File: src/rtl/bd_adc_sequencer_if.sv
// ADC handshake and data-bank bundle for the bd_adc_sequencer.
// master = sequencer side, slave = ADC front end plus bank readers.
interface bd_adc_sequencer_if #(
  parameter int DATA_W = 8
);
  logic              adc_start;
  logic              adc_ch_sel;
  logic              adc_done;
  logic [DATA_W-1:0] conversor_adc;
  logic [DATA_W-1:0] BD_DATA_0;
  logic [DATA_W-1:0] BD_DATA_1;
  logic              bd_valid_0;
  logic              bd_valid_1;
  logic              rd_ack_0;
  logic              rd_ack_1;
  logic              overrun_0;
  logic              overrun_1;
  logic              timeout_err;

  modport master (
    output adc_start,
    output adc_ch_sel,
    input  adc_done,
    input  conversor_adc,
    output BD_DATA_0,
    output BD_DATA_1,
    output bd_valid_0,
    output bd_valid_1,
    input  rd_ack_0,
    input  rd_ack_1,
    output overrun_0,
    output overrun_1,
    output timeout_err
  );

  modport slave (
    input  adc_start,
    input  adc_ch_sel,
    output adc_done,
    output conversor_adc,
    input  BD_DATA_0,
    input  BD_DATA_1,
    input  bd_valid_0,
    input  bd_valid_1,
    output rd_ack_0,
    output rd_ack_1,
    input  overrun_0,
    input  overrun_1,
    input  timeout_err
  );
endinterface

File: src/rtl/bd_adc_sequencer.sv
// Two-channel ADC sequencer: periodic alternating conversions
// feeding the BD_DATA_0/1 bank with fresh, overrun and timeout flags.
module bd_adc_sequencer #(
  parameter int DATA_W     = 8,
  parameter int SAMPLE_DIV = 16,
  parameter int TIMEOUT    = 8
) (
  input  logic               clk,
  input  logic               rst,
  input  logic               enable,
  input  logic               clr_err,
  bd_adc_sequencer_if.master bus
);

  localparam int TW = (SAMPLE_DIV > 1) ? $clog2(SAMPLE_DIV) : 1;
  localparam int CW = $clog2(TIMEOUT);
  localparam logic [TW-1:0] TICK_LAST = TW'(SAMPLE_DIV - 1);
  localparam logic [CW-1:0] TO_LAST   = CW'(TIMEOUT - 1);

  typedef enum logic [1:0] {
    IDLE,
    WAIT_TICK,
    START,
    CONVERT
  } state_t;

  state_t            state;
  state_t            state_nx;
  logic [TW-1:0]     tick_cnt;
  logic [CW-1:0]     to_cnt;
  logic              ch;
  logic              tick;
  logic              start_o;
  logic              sel_o;
  logic              store;
  logic              expire;
  logic              conv_end;
  logic              st_0;
  logic              st_1;
  logic [DATA_W-1:0] data_0;
  logic [DATA_W-1:0] data_1;
  logic              valid_0;
  logic              valid_1;
  logic              ovr_0;
  logic              ovr_1;
  logic              to_err;

  assign tick = enable && (tick_cnt == TICK_LAST);

  always_ff @(posedge clk) begin
    if (rst || !enable) begin
      tick_cnt <= '0;
    end else if (tick) begin
      tick_cnt <= '0;
    end else begin
      tick_cnt <= tick_cnt + TW'(1);
    end
  end

  always_comb begin
    state_nx = state;
    start_o  = 1'b0;
    sel_o    = 1'b0;
    store    = 1'b0;
    expire   = 1'b0;
    unique case (state)
      IDLE: begin
        if (enable) state_nx = WAIT_TICK;
      end
      WAIT_TICK: begin
        if (!enable)   state_nx = IDLE;
        else if (tick) state_nx = START;
      end
      START: begin
        start_o  = 1'b1;
        sel_o    = ch;
        state_nx = CONVERT;
      end
      CONVERT: begin
        sel_o = ch;
        // done on the last allowed cycle still wins over timeout
        if (bus.adc_done)          store  = 1'b1;
        else if (to_cnt == TO_LAST) expire = 1'b1;
        if (store || expire)
          state_nx = enable ? WAIT_TICK : IDLE;
      end
      default: state_nx = IDLE;
    endcase
  end

  assign conv_end = store | expire;
  assign st_0     = store & ~ch;
  assign st_1     = store & ch;

  always_ff @(posedge clk) begin
    if (rst) begin
      state  <= IDLE;
      ch     <= 1'b0;
      to_cnt <= '0;
    end else begin
      state <= state_nx;
      if (state == START)
        to_cnt <= '0;
      else if (state == CONVERT && !conv_end)
        to_cnt <= to_cnt + CW'(1);
      if (conv_end)
        ch <= ~ch;
    end
  end

  always_ff @(posedge clk) begin
    if (rst) begin
      data_0  <= '0;
      data_1  <= '0;
      valid_0 <= 1'b0;
      valid_1 <= 1'b0;
      ovr_0   <= 1'b0;
      ovr_1   <= 1'b0;
      to_err  <= 1'b0;
    end else begin
      if (st_0) data_0 <= bus.conversor_adc;
      if (st_1) data_1 <= bus.conversor_adc;

      if (st_0)              valid_0 <= 1'b1;
      else if (bus.rd_ack_0) valid_0 <= 1'b0;
      if (st_1)              valid_1 <= 1'b1;
      else if (bus.rd_ack_1) valid_1 <= 1'b0;

      // a fresh error event beats a same-cycle clear
      if (st_0 && valid_0 && !bus.rd_ack_0) ovr_0 <= 1'b1;
      else if (clr_err)                     ovr_0 <= 1'b0;
      if (st_1 && valid_1 && !bus.rd_ack_1) ovr_1 <= 1'b1;
      else if (clr_err)                     ovr_1 <= 1'b0;

      if (expire)       to_err <= 1'b1;
      else if (clr_err) to_err <= 1'b0;
    end
  end

  assign bus.adc_start   = start_o;
  assign bus.adc_ch_sel  = sel_o;
  assign bus.BD_DATA_0   = data_0;
  assign bus.BD_DATA_1   = data_1;
  assign bus.bd_valid_0  = valid_0;
  assign bus.bd_valid_1  = valid_1;
  assign bus.overrun_0   = ovr_0;
  assign bus.overrun_1   = ovr_1;
  assign bus.timeout_err = to_err;

endmodule
File: src/flat_wrapper.sv
// flat-port wrapper written by rule: the top's interface ports become plain ports
module bd_adc_sequencer_flat 
#(
  parameter int DATA_W     = 8,
  parameter int SAMPLE_DIV = 16,
  parameter int TIMEOUT    = 8
)
  (clk, rst, enable, clr_err, bus_adc_start, bus_adc_ch_sel, bus_adc_done, bus_conversor_adc, bus_BD_DATA_0, bus_BD_DATA_1, bus_bd_valid_0, bus_bd_valid_1, bus_rd_ack_0, bus_rd_ack_1, bus_overrun_0, bus_overrun_1, bus_timeout_err);
  bd_adc_sequencer_if #(.DATA_W(DATA_W)) bus_i ();
  input  logic clk;
  input  logic rst;
  input  logic enable;
  input  logic clr_err;
  output wire logic [$bits(bus_i.adc_start)-1:0] bus_adc_start;
  output wire logic [$bits(bus_i.adc_ch_sel)-1:0] bus_adc_ch_sel;
  input wire logic [$bits(bus_i.adc_done)-1:0] bus_adc_done;
  input wire logic [$bits(bus_i.conversor_adc)-1:0] bus_conversor_adc;
  output wire logic [$bits(bus_i.BD_DATA_0)-1:0] bus_BD_DATA_0;
  output wire logic [$bits(bus_i.BD_DATA_1)-1:0] bus_BD_DATA_1;
  output wire logic [$bits(bus_i.bd_valid_0)-1:0] bus_bd_valid_0;
  output wire logic [$bits(bus_i.bd_valid_1)-1:0] bus_bd_valid_1;
  input wire logic [$bits(bus_i.rd_ack_0)-1:0] bus_rd_ack_0;
  input wire logic [$bits(bus_i.rd_ack_1)-1:0] bus_rd_ack_1;
  output wire logic [$bits(bus_i.overrun_0)-1:0] bus_overrun_0;
  output wire logic [$bits(bus_i.overrun_1)-1:0] bus_overrun_1;
  output wire logic [$bits(bus_i.timeout_err)-1:0] bus_timeout_err;
  assign bus_adc_start = bus_i.adc_start;
  assign bus_adc_ch_sel = bus_i.adc_ch_sel;
  assign bus_i.adc_done = bus_adc_done;
  assign bus_i.conversor_adc = bus_conversor_adc;
  assign bus_BD_DATA_0 = bus_i.BD_DATA_0;
  assign bus_BD_DATA_1 = bus_i.BD_DATA_1;
  assign bus_bd_valid_0 = bus_i.bd_valid_0;
  assign bus_bd_valid_1 = bus_i.bd_valid_1;
  assign bus_i.rd_ack_0 = bus_rd_ack_0;
  assign bus_i.rd_ack_1 = bus_rd_ack_1;
  assign bus_overrun_0 = bus_i.overrun_0;
  assign bus_overrun_1 = bus_i.overrun_1;
  assign bus_timeout_err = bus_i.timeout_err;
  bd_adc_sequencer #(.DATA_W(DATA_W), .SAMPLE_DIV(SAMPLE_DIV), .TIMEOUT(TIMEOUT)) u_core (.clk(clk), .rst(rst), .enable(enable), .clr_err(clr_err), .bus(bus_i));
endmodule
File: config.mk
export PLATFORM = sky130hd
export DESIGN_NAME = bd_adc_sequencer_flat
export DESIGN_NICKNAME = d
export VERILOG_FILES = /design/src/rtl/bd_adc_sequencer_if.sv /design/src/rtl/bd_adc_sequencer.sv /design/src/flat_wrapper.sv
export SDC_FILE = /design/constraint.sdc
export NUM_CORES = 1
export LEC_CHECK = 0
export CORE_ASPECT_RATIO = 2
export CORE_MARGIN = 10
export CORE_UTILIZATION = 40
export CTS_CLUSTER_SIZE = 40
export DETAILED_ROUTE_END_ITERATION = 8
export PLACE_DENSITY_LB_ADDON = 0.25
export SYNTH_ARGS = -nofsm -noshare
export SYNTH_HDL_FRONTEND = slang
export SYNTH_SLANG_ARGS = --single-unit
File: constraint.sdc
create_clock -name clk -period 1.7 [get_ports clk]
set_clock_uncertainty 0.05 [all_clocks]
set_input_delay 0.34 -clock clk [delete_from_list [all_inputs] [get_ports clk]]
set_output_delay 0.34 -clock clk [all_outputs]
set_load 0.02 [all_outputs]
=== After elaboration in Yosys (flattened, before gate mapping) ===
Index checks and enable logic that the tools add are counted.
W data, S select, Z words.

* Add/sub/neg operators: 2
* Equal/unequal tests: 8
* Multiplexer cells: 23
* Bitwise gates (word level): 4
* Reductions and logical operators: 22

{| class="wikitable"
|+ Operators with widths
! operator !! count
|-
| $mux W1 || 18
|-
| $reduce_bool A2 Y1 || 5
|-
| $mux W2 || 4
|-
| $pmux W2 S4 || 1
|-
| $logic_and A1 B1 Y1 || 6
|-
| $reduce_or A2 Y1 || 3
|-
| $add A4 B1 Y4 const B || 1
|-
| $eq A2 B2 Y1 const B || 2
|-
| $eq A4 B4 Y1 const B || 1
|-
| $logic_not A1 Y1 || 4
|-
| $add A3 B1 Y3 const B || 1
|-
| $eq A3 B3 Y1 const B || 1
|-
| $ne A3 B2 Y1 const B || 1
|-
| $reduce_and A3 Y1 || 1
|-
| $and A1 B1 Y1 || 2
|-
| $eq A2 B1 Y1 const B || 1
|-
| $logic_not A2 Y1 || 1
|-
| $logic_or A1 B1 Y1 || 2
|-
| $ne A2 B1 Y1 const B || 1
|-
| $ne A2 B2 Y1 const B || 1
|-
| $not A1 Y1 || 1
|-
| $or A1 B1 Y1 || 1
|}

* Flip-flop bits (word level): 31
* Output and inout port bits: 23

=== Depth between registers and ports, before layout ===
Gate-level depths: netlist of run 1.

* Word-level depth: 8
* Depth in mapped cells: 5

=== Worst setup path after synthesis of run 1 ===
Ideal clock, no wire load.

* Path type: flip-flop to flip-flop
* Start point: reg u_core.to_cnt[0]
* End point: reg u_core.to_cnt[1]
* Setup time: 0.114 ns
* Arrival: 1.282 ns
* Path slack: 0.253 ns
* Stages on the path, launching flop included: 6
* Period minus slack after synthesis: 1.447 ns
* Cells stage by stage: dfxtp_1 > ha_1 > ha_1 > and4bb_2 > mux2i_1 > nor2_1

* Cells in the longest elaborated chain, start to end: 8
* Elaborated cells between the ends (all ways): 9
* Those cells by class: 1 x add/sub; 1 x eq/ne; 4 x mux; 1 x bitwise; 2 x reduce/logical

{| class="wikitable"
|+ Ends and longest elaborated chain
! what !! line !! text
|-
| start, declared || bd_adc_sequencer.sv:30 || <nowiki>logic [CW-1:0] to_cnt;</nowiki>
|-
| start signal, assigned || bd_adc_sequencer.sv:105 || <nowiki>to_cnt <= to_cnt + CW'(1);</nowiki>
|-
| $eq A3 B3 Y1 || bd_adc_sequencer.sv:83 || <nowiki>else if (to_cnt == TO_LAST) expire = 1'b1;</nowiki>
|-
| $mux W1 || bd_adc_sequencer.sv:83 ||
|-
| $mux W1 || bd_adc_sequencer.sv:82 || <nowiki>if (bus.adc_done) store = 1'b1;</nowiki>
|-
| $mux W1 (2 in series) || bd_adc_sequencer.sv:66 || <nowiki>unique case (state)</nowiki>
|-
| $or A1 B1 Y1 || bd_adc_sequencer.sv:91 || <nowiki>assign conv_end = store | expire;</nowiki>
|-
| $logic_not A1 Y1 || bd_adc_sequencer.sv:104 || <nowiki>else if (state == CONVERT && !conv_end)</nowiki>
|-
| $logic_and A1 B1 Y1 || bd_adc_sequencer.sv:104 ||
|}

Several ways; a longest one is shown, not always the timed one. The select of a mux whose other input is x is not followed.
A chain may end at the register's enable or synchronous reset.

=== Worst setup path after layout of run 1 ===
* Start point: reg u_core.ovr_0, in the netlist u_core.bus.overrun_0
* End point: out bus_overrun_0

{| class="wikitable"
|+ RTL lines
! what !! line !! text
|-
| start, declared || bd_adc_sequencer.sv:44 || <nowiki>logic ovr_0;</nowiki>
|-
| start signal, assigned || bd_adc_sequencer.sv:117 || <nowiki>ovr_0 <= 1'b0;</nowiki>
|-
| start signal, assigned || bd_adc_sequencer.sv:130 || <nowiki>if (st_0 && valid_0 && !bus.rd_ack_0) ovr_0 <= 1'b1;</nowiki>
|-
| start signal, assigned || bd_adc_sequencer.sv:131 || <nowiki>else if (clr_err) ovr_0 <= 1'b0;</nowiki>
|-
| end, declared || flat_wrapper.sv:24 || <nowiki>output wire logic [$bits(bus_i.overrun_0)-1:0] bus_overrun_0;</nowiki>
|}

No word-level cell between the ends.

==> summary.txt, run 1 <==
Outcome
  • Outcome: finished, final reports clean

Logic synthesis
  • Avg Cell Area, Syn: between 8 and 9 µm²
  • Xor-xnor portion of the synthesized cell area: 2.90%
  • Seq/Total Area, Yosys: just over 50%
  • Fraction of the mapped netlist area in adder cells: just over 3%
  • Synth area leader: dfxtp_1
  • Post-synth EDFFs: 0
  • Distinct cell type count after synthesis: 31
  • Async SR Flop Fraction: 0%
  • Synth top area share: around half
  • Simple-gate share of the synthesized area: roughly 26%
  • Post-synthesis mux area share: 1.65%
  • Count leader, synth: nand2_1
  • Syn_nets: 155
  • Synth Flop Type: dfxtp_1
  • Yosys reg bits: 31
  • Largest family of logic cells by synthesized area: simple AND/OR/NAND/NOR gates
  • Gate Count Post-Synth: between 100 and 150
  • Yosys Warn Count: 0
  • Mapped cell area: 1210 µm²
  • Compound-Gate Fraction of Synth Area: a little under an eighth
  • Synth area leaders: dfxtp_1, nand2_1, a21oi_1
  • Most frequent cells after synthesis: nand2_1, dfxtp_1, a21oi_1, nor2_1

Cells and area
  • Fraction of layout cells with a size suffix above 1: a little under a tenth
  • Fillers: ~270
  • Nets: a little under 200
  • P&R area growth vs syn: 40.5%
  • Ant diodes: 0
  • Finished Core Util: between 50% and 60%

Min path
  • Worst hold path class: reg -> reg

STA
  • Final setup TNS: 0 ns
  • Final critical-path required period: approximately 1.6 ns
  • Transition time of the tightest slew-check pin: 0.308 ns
  • RSZ-0062 raised after global routing: no
  • Setup violators final: 0
  • Peak Freq: around 0.61 GHz
  • Relative slew slack: between 70% and 80%
  • Final worst-path cycle share: between 90% and 100%
  • Slew Viols, Final: 0
  • Final hold vios: 0

Power and ir drop
  • Leakage: ~0.63 nW
  • VDD IR max: roughly 0.0007 V
  • Pwr dens: about 810 nW/µm²

Worst setup path
  • Critical path startpoint category: flip-flop
  • Crit-path max FO: 2
  • CP Buf/Inv Count: 1
  • Crit-path leading delay family: buffers and inverters
  • Crit path largest cell delay: approximately 0.62 ns
  • CP Cell Sequence: clkdlybuf4s50_1
  • Worst Path Arrival: approximately 1.2 ns
  • CP Capture Type: primary output
  • Worst setup path class: reg -> out
  • CP max stage cell: clkdlybuf4s50_1
  • Critical Path RT: between 1 and 1.5 ns

Detailed routing
  • Detailed router's first-iteration violation count: 8
  • DR WL/cell: approximately 14 µm
  • # DRC: 0
  • 1st-pass router iterations: 4
  • Vias per cell: 5.07
  • Via count: 1055
  • Final antenna-violating net count: 0
  • DRT Wirelength: between 2 and 3 mm

Floorplanning
  • Die X: between 50 and 60 µm
  • Num rows: 28
  • Initial Util: 41.1%
  • Total die area: 5760 µm²
  • Core region area: slightly below 3000 µm²
  • Die Y: between 90 and 100 µm
  • Ports: 38

CTS
  • CTS Root Cell: clkbuf_8
  • CTS buffer count: 5
  • CTS clk-pin slew, worst paths: approximately 0.07 ns
  • CTS tree: done
  • Clock sink total: 31
  • CTS Buffer Depth: 2
  • Skew-Pair Late Insertion Delay: ~0.27 ns
  • CTS H-tree lvls: 2

Global route
  • Largest net degree at the start of global routing: 15
  • Total grt overflow: 0
  • Global-route wire length before repair: approximately 4.9 mm
  • Antenna violations before repair: 0
  • Gr usage total: a little over a tenth
  • Vias in the first global route: around 1100

Run
  • Max Cap Viol: 0

Place
  • IO buf count: 37
  • Gpl congestion: around 0.75
  • Detail Placement HPWL: 2.37 mm
[worst reg2reg max path, stage by stage (launching register included)]
cell	delay [ns]
dfxtp_1	0.32
ha_1	0.20
ha_1	0.23
and4bb_2	0.37
mux2i_1	0.22
nor2_1	0.06
[cell usage in the layout (no fill, tap or decap)]
cell type        netlist  routed
a211oi_1               1       1
a21oi_1               20      20
and2_1                 1       1
and4_1                 1       1
and4b_1                1       1
and4bb_2               1       1
buf_4                  0       5
clkbuf_2               0       1
clkbuf_8               0       6
clkdlybuf4s50_1        0      35
clkinv_2               0       1
dfxtp_1               31      31
dlygate4sd2_1          0       1
ha_1                   3       3
inv_1                  1       1
mux2i_1                2       2
nand2_1               34      34
nand2b_1               5       5
nand3_1                2       2
nand3b_1               1       1
nand4_2                1       1
nand4b_1               1       1
nand4b_2               1       1
nor2_1                 7       7
nor2b_1                2       2
nor3_1                 1       1
nor3b_1                1       1
o211ai_1               1       1
o21ai_0                2       2
o32ai_1                2       2
or2_2                  1       1
or3_1                  1       1
xnor2_1                2       2
xor2_1                 2       2
[registers in the layout, summed over array words and instances, names as in the netlist, named ones only]
register,flops
u_core.bus.BD_DATA_0,8
u_core.bus.BD_DATA_1,8
u_core.tick_cnt,4
u_core.to_cnt,3
u_core.bus.bd_valid_0,1
u_core.bus.bd_valid_1,1
u_core.bus.overrun_0,1
u_core.bus.overrun_1,1
u_core.bus.timeout_err,1
u_core.ch,1
u_core.state,1
[where the power goes]
group          leakage [nW]  total, mW  internal, mW  switching [mW]
clock                0.0470      0.569         0.317           0.252
sequential            0.250      0.733         0.731         0.00251
combinational         0.330     0.0771        0.0445          0.0326
total                 0.627       1.38          1.09           0.287
[cell families after synthesis]
logic type | after synthesis
AND/OR/NAND/NOR | 62
XOR/XNOR | 4
buffers and inverters | 9
AO/OA/AOI/OAI | 26
adder cells (fa/ha/maj) | 3
multiplexers | 2
flip-flops | 31
[metal layers]
metal / track usage, % / vias up / wire length [µm] / part of all wire [%]
met5: 0 / - / 0 / 0
met1: 9.85 / 480 / 1080 / 37
met2: 18.7 / 28 / 1600 / 54
li1: - / 542 / - / -
met3: 4.28 / 5 / 232 / 7.8
met4: 4.97 / 0 / 45 / 1.5
[final timing paths]
check             slack, ns                       endpoint  depth (start not counted)                               from
setup / recovery       0.07                  bus_overrun_0                          1  u_core.bus.overrun_0$_SDFFE_PP0P_
hold / removal         0.40  u_core.tick_cnt[0]$_SDFF_PP0_                          1      u_core.tick_cnt[0]$_SDFF_PP0_
hold reg to reg        0.40  u_core.tick_cnt[0]$_SDFF_PP0_                          1      u_core.tick_cnt[0]$_SDFF_PP0_
setup reg to reg       0.15  u_core.to_cnt[1]$_SDFFE_PP0P_                          5      u_core.to_cnt[0]$_SDFFE_PP0P_
[layout make-up]
class                           count  area [µm²]  area share [%]
Sequential cell                    31         621            36.5
Inverter                            1        3.75           0.221
Clock inverter                      1        5.00           0.294
Timing Repair Buffer               42         402            23.6
Clock buffer                        6        82.6            4.86
Tap cell                           30        37.5            2.21
Multi-Input combinational cell     97         549            32.3
[what timing repair did]
item | 4_1_cts | 5_1_grt
resized for setup | 2 | 2
setup endpoints to repair | 2 | 1
buffers inserted | 0 | 0
hold buffers | 0 | 0
[through the flow]
stage | setup WS (ns) | cell area [µm²] | power (mW) | hold slack (ns) | cells
2_1_floorplan | 0.253 | 1210 | 0.778 | 0.368 | 137
4_1_cts | 0.0359 | 1700 | 1.40 | 0.406 | 208
6_report | 0.0662 | 1700 | 1.38 | 0.396 | 208
3_5_place_dp | -0.0487 | 1620 | 0.826 | 0.391 | 201
3_3_place_gp | 0.00515 | 1620 | 0.825 | 0.378 | 201
5_1_grt | 0.0160 | 1700 | 1.43 | 0.418 | 208
(Power assumes the default switching activity.)
==> inputs of run 2 (changes only) <==
--- a/config.mk
+++ b/config.mk
@@ -7,2 +7,3 @@
 export LEC_CHECK = 0
+export CAP_MARGIN = 10
 export CORE_ASPECT_RATIO = 2
@@ -10,3 +11,3 @@
 export CORE_UTILIZATION = 40
-export CTS_CLUSTER_SIZE = 40
+export CTS_CLUSTER_SIZE = 20
 export DETAILED_ROUTE_END_ITERATION = 8
==> constraint.sdc (replaced) <==
create_clock -name clk -period 1.7 [get_ports clk]
set_clock_uncertainty 0.05 [all_clocks]
set_input_delay 0.425 -clock clk [delete_from_list [all_inputs] [get_ports clk]]
set_output_delay 0.425 -clock clk [all_outputs]
set_load 0.02 [all_outputs]
==> run 2 against run 1 <==
- fmax grew 0.91%
- clock-buffer cell count stayed put
- clock power rose by 31%
- non-clock buffer count up 5
- routed wire length is 0.20% higher
- cell count grew 2.9%
- global-route usage rose by 0.30 points
- via count up 2.7%
- largest power group is now the clock network
==> summary.txt, run 2 (synthesis gave the netlist of run 1 again) <==
Outcome
  • Outcome: finished, final reports clean

Detailed routing
  • # DRC: 0
  • Vias per cell: between 5 and 6
  • Via count: 1083
  • Detailed router's first-iteration violation count: 5
  • DR WL/cell: 13.8 µm
  • Final antenna-violating net count: 0
  • 1st-pass router iterations: 2
  • DRT Wirelength: approximately 3.0 mm

Global route
  • Antenna violations before repair: 0
  • Largest net degree at the start of global routing: 15
  • Global-route wire length before repair: 4.99 mm
  • Total grt overflow: 0
  • Vias in the first global route: roughly 1100
  • Gr usage total: 10.9%

Power and ir drop
  • VDD IR max: approximately 0.00079 V
  • Sw frac: 19.6%
  • Total internal power: between 1 and 1.5 mW
  • Leakage: between 0.7 and 0.8 nW
  • Power Total: approximately 1.6 mW
  • Clock Power Share: 47.8%
  • Pwr dens: 888 nW/µm²
  • Comb pwr share: roughly 5.0%
  • Flop pwr share: approximately 47%
  • P_sw: roughly 310 µW

STA
  • Final critical-path required period: around 1.6 ns
  • Setup violators final: 0
  • Transition time of the tightest slew-check pin: ~0.29 ns
  • Slew Viols, Final: 0
  • Final hold vios: 0
  • Relative slew slack: approximately 80%
  • Final worst-path cycle share: roughly 95%
  • RSZ-0062 raised after global routing: no
  • Peak Freq: 0.618 GHz

Min path
  • Worst hold path class: reg -> reg
  • Hold path start: u_core.bus.BD_DATA_1[4]$_SDFFE_PP0P_
  • Worst hold stages: 2
  • Min-Delay Endpoint: u_core.bus.BD_DATA_1[4]$_SDFFE_PP0P_

CTS
  • CTS Buffer Depth: 2
  • CTS clk-pin slew, worst paths: 0.06 ns
  • Post-CTS setup buffer count: 0
  • CTS buffer count: 5
  • CTS Root Cell: clkbuf_8
  • CTS H-tree lvls: 2
  • Skew-Pair Late Insertion Delay: around 0.28 ns
  • CTS tree: done
  • Clock sink total: 31

Worst setup path
  • Critical Path RT: between 1 and 1.5 ns
  • CP Capture Type: primary output
  • CP Cell Sequence: and2_1 > dlygate4sd2_1
  • Worst setup path class: reg -> out
  • Crit-path leading delay family: flip-flops
  • Worst Path Arrival: about 1.1 ns
  • Critical path startpoint category: flip-flop
  • Register-to-Register Setup Slack: approximately 0.11 ns
  • FF-to-FF End: u_core.state[0]$_SDFFE_PP0P_
  • Worst r2r path cells: 5
  • CP max stage cell: dfxtp_1
  • CP Buf/Inv Count: 1
  • Crit-path max FO: 4
  • Crit path largest cell delay: a little under 0.4 ns
  • Reg2reg start: u_core.to_cnt[0]$_SDFFE_PP0P_

Cells and area
  • Most frequent cells in the layout: nand2_1, dfxtp_1, a21oi_1, dlygate4sd2_1, clkdlybuf4s50_1
  • Design area: 1750 µm²
  • Commonest non-fill, non-tap cell in the layout: nand2_1
  • Ant diodes: 0
  • P&R area growth vs syn: 44.6%
  • Nets: approximately 200
  • Finished Core Util: 59.4%
  • Fraction of layout cells with a size suffix above 1: roughly an eighth

Floorplanning
  • Total die area: 5760 µm²
  • Die Y: about 98 µm
  • Core region area: 2940 µm²
  • Num rows: 28
  • Ports: 38
  • Die X: between 50 and 60 µm
  • Initial Util: between 40 and 50%

Run
  • Max Cap Viol: 0

Place
  • IO buf count: 37
  • Gpl congestion: 0.781
  • Placed cell area: 1660 µm²
  • Detail Placement HPWL: ~2.3 mm
run 2: changes by cell type in the layout (fill, tap and decap cells not counted), sizes merged:
| cell | previous run | this run |
|---|---|---|
| dlymetal6s2s | 0 | 2 |
| buf | 5 | 10 |
| clkdlybuf4s50 | 35 | 14 |
| bufinv | 0 | 1 |
| dlygate4sd2 | 1 | 20 |
run 2: worst max-delay path by stage:
stage,endpoint,slack (ns),cells after the start
3_5_place_dp,u_core.state[0]$_SDFFE_PP0P_,-0.15,4
3_3_place_gp,u_core.to_cnt[1]$_SDFFE_PP0P_,-0.07,4
6_report,bus_adc_ch_sel,0.08,2
5_1_grt,u_core.to_cnt[2]$_SDFFE_PP0P_,0.006,5
4_1_cts,bus_BD_DATA_1[4],0.0004,1
2_1_floorplan,u_core.to_cnt[1]$_SDFFE_PP0P_,0.25,5
run 2: timing repair:
item,CTS,global route
gates cloned,0,0
endpoints found under the setup margin,21,3
gates resized for setup,22,3
hold buffers,0,0
run 2: routing by layer:
layer	up-vias	share of wire, %	global-route usage (%)
met5	-	0	0
li1	552	-	-
met3	9	7.9	4.93
met4	0	3.1	6.75
met1	492	37	10.1
met2	30	52	18.1
run 2: power groups by stage:
stage	combinational (mW)	sequential (mW)	clock, mW
2_1_floorplan	0.0296	0.749	0
3_3_place_gp	0.0755	0.749	0
3_5_place_dp	0.0776	0.749	0
4_1_cts	0.0783	0.733	0.765
5_1_grt	0.0867	0.733	0.788
6_report	0.0778	0.733	0.743
run 2: metrics by stage:
step / hold slack, ns / cells / setup WS (ns) / setup TNS [ns]
4_1_cts: 0.405 / 214 / 0.000364 / 0
3_5_place_dp: 0.389 / 206 / -0.153 / -0.951
6_report: 0.399 / 214 / 0.0810 / 0
3_3_place_gp: 0.377 / 206 / -0.0666 / -0.256
5_1_grt: 0.428 / 214 / 0.00634 / 0
2_1_floorplan: 0.368 / 137 / 0.253 / 0
run 2: cell type report:
cell class                      count  area, µm²
Clock inverter                      2       35.0
Timing Repair Buffer               47        420
Fill cell                         292       1190
Clock buffer                        6       82.6
Multi-Input combinational cell     97        549
Tap cell                           30       37.5
Inverter                            1       3.75
Sequential cell                    31        621
run 2: worst min-delay path, stage by stage (launching register included):
cell     delay [ns]
dfxtp_1        0.31
nand2_1        0.05
a21oi_1        0.05
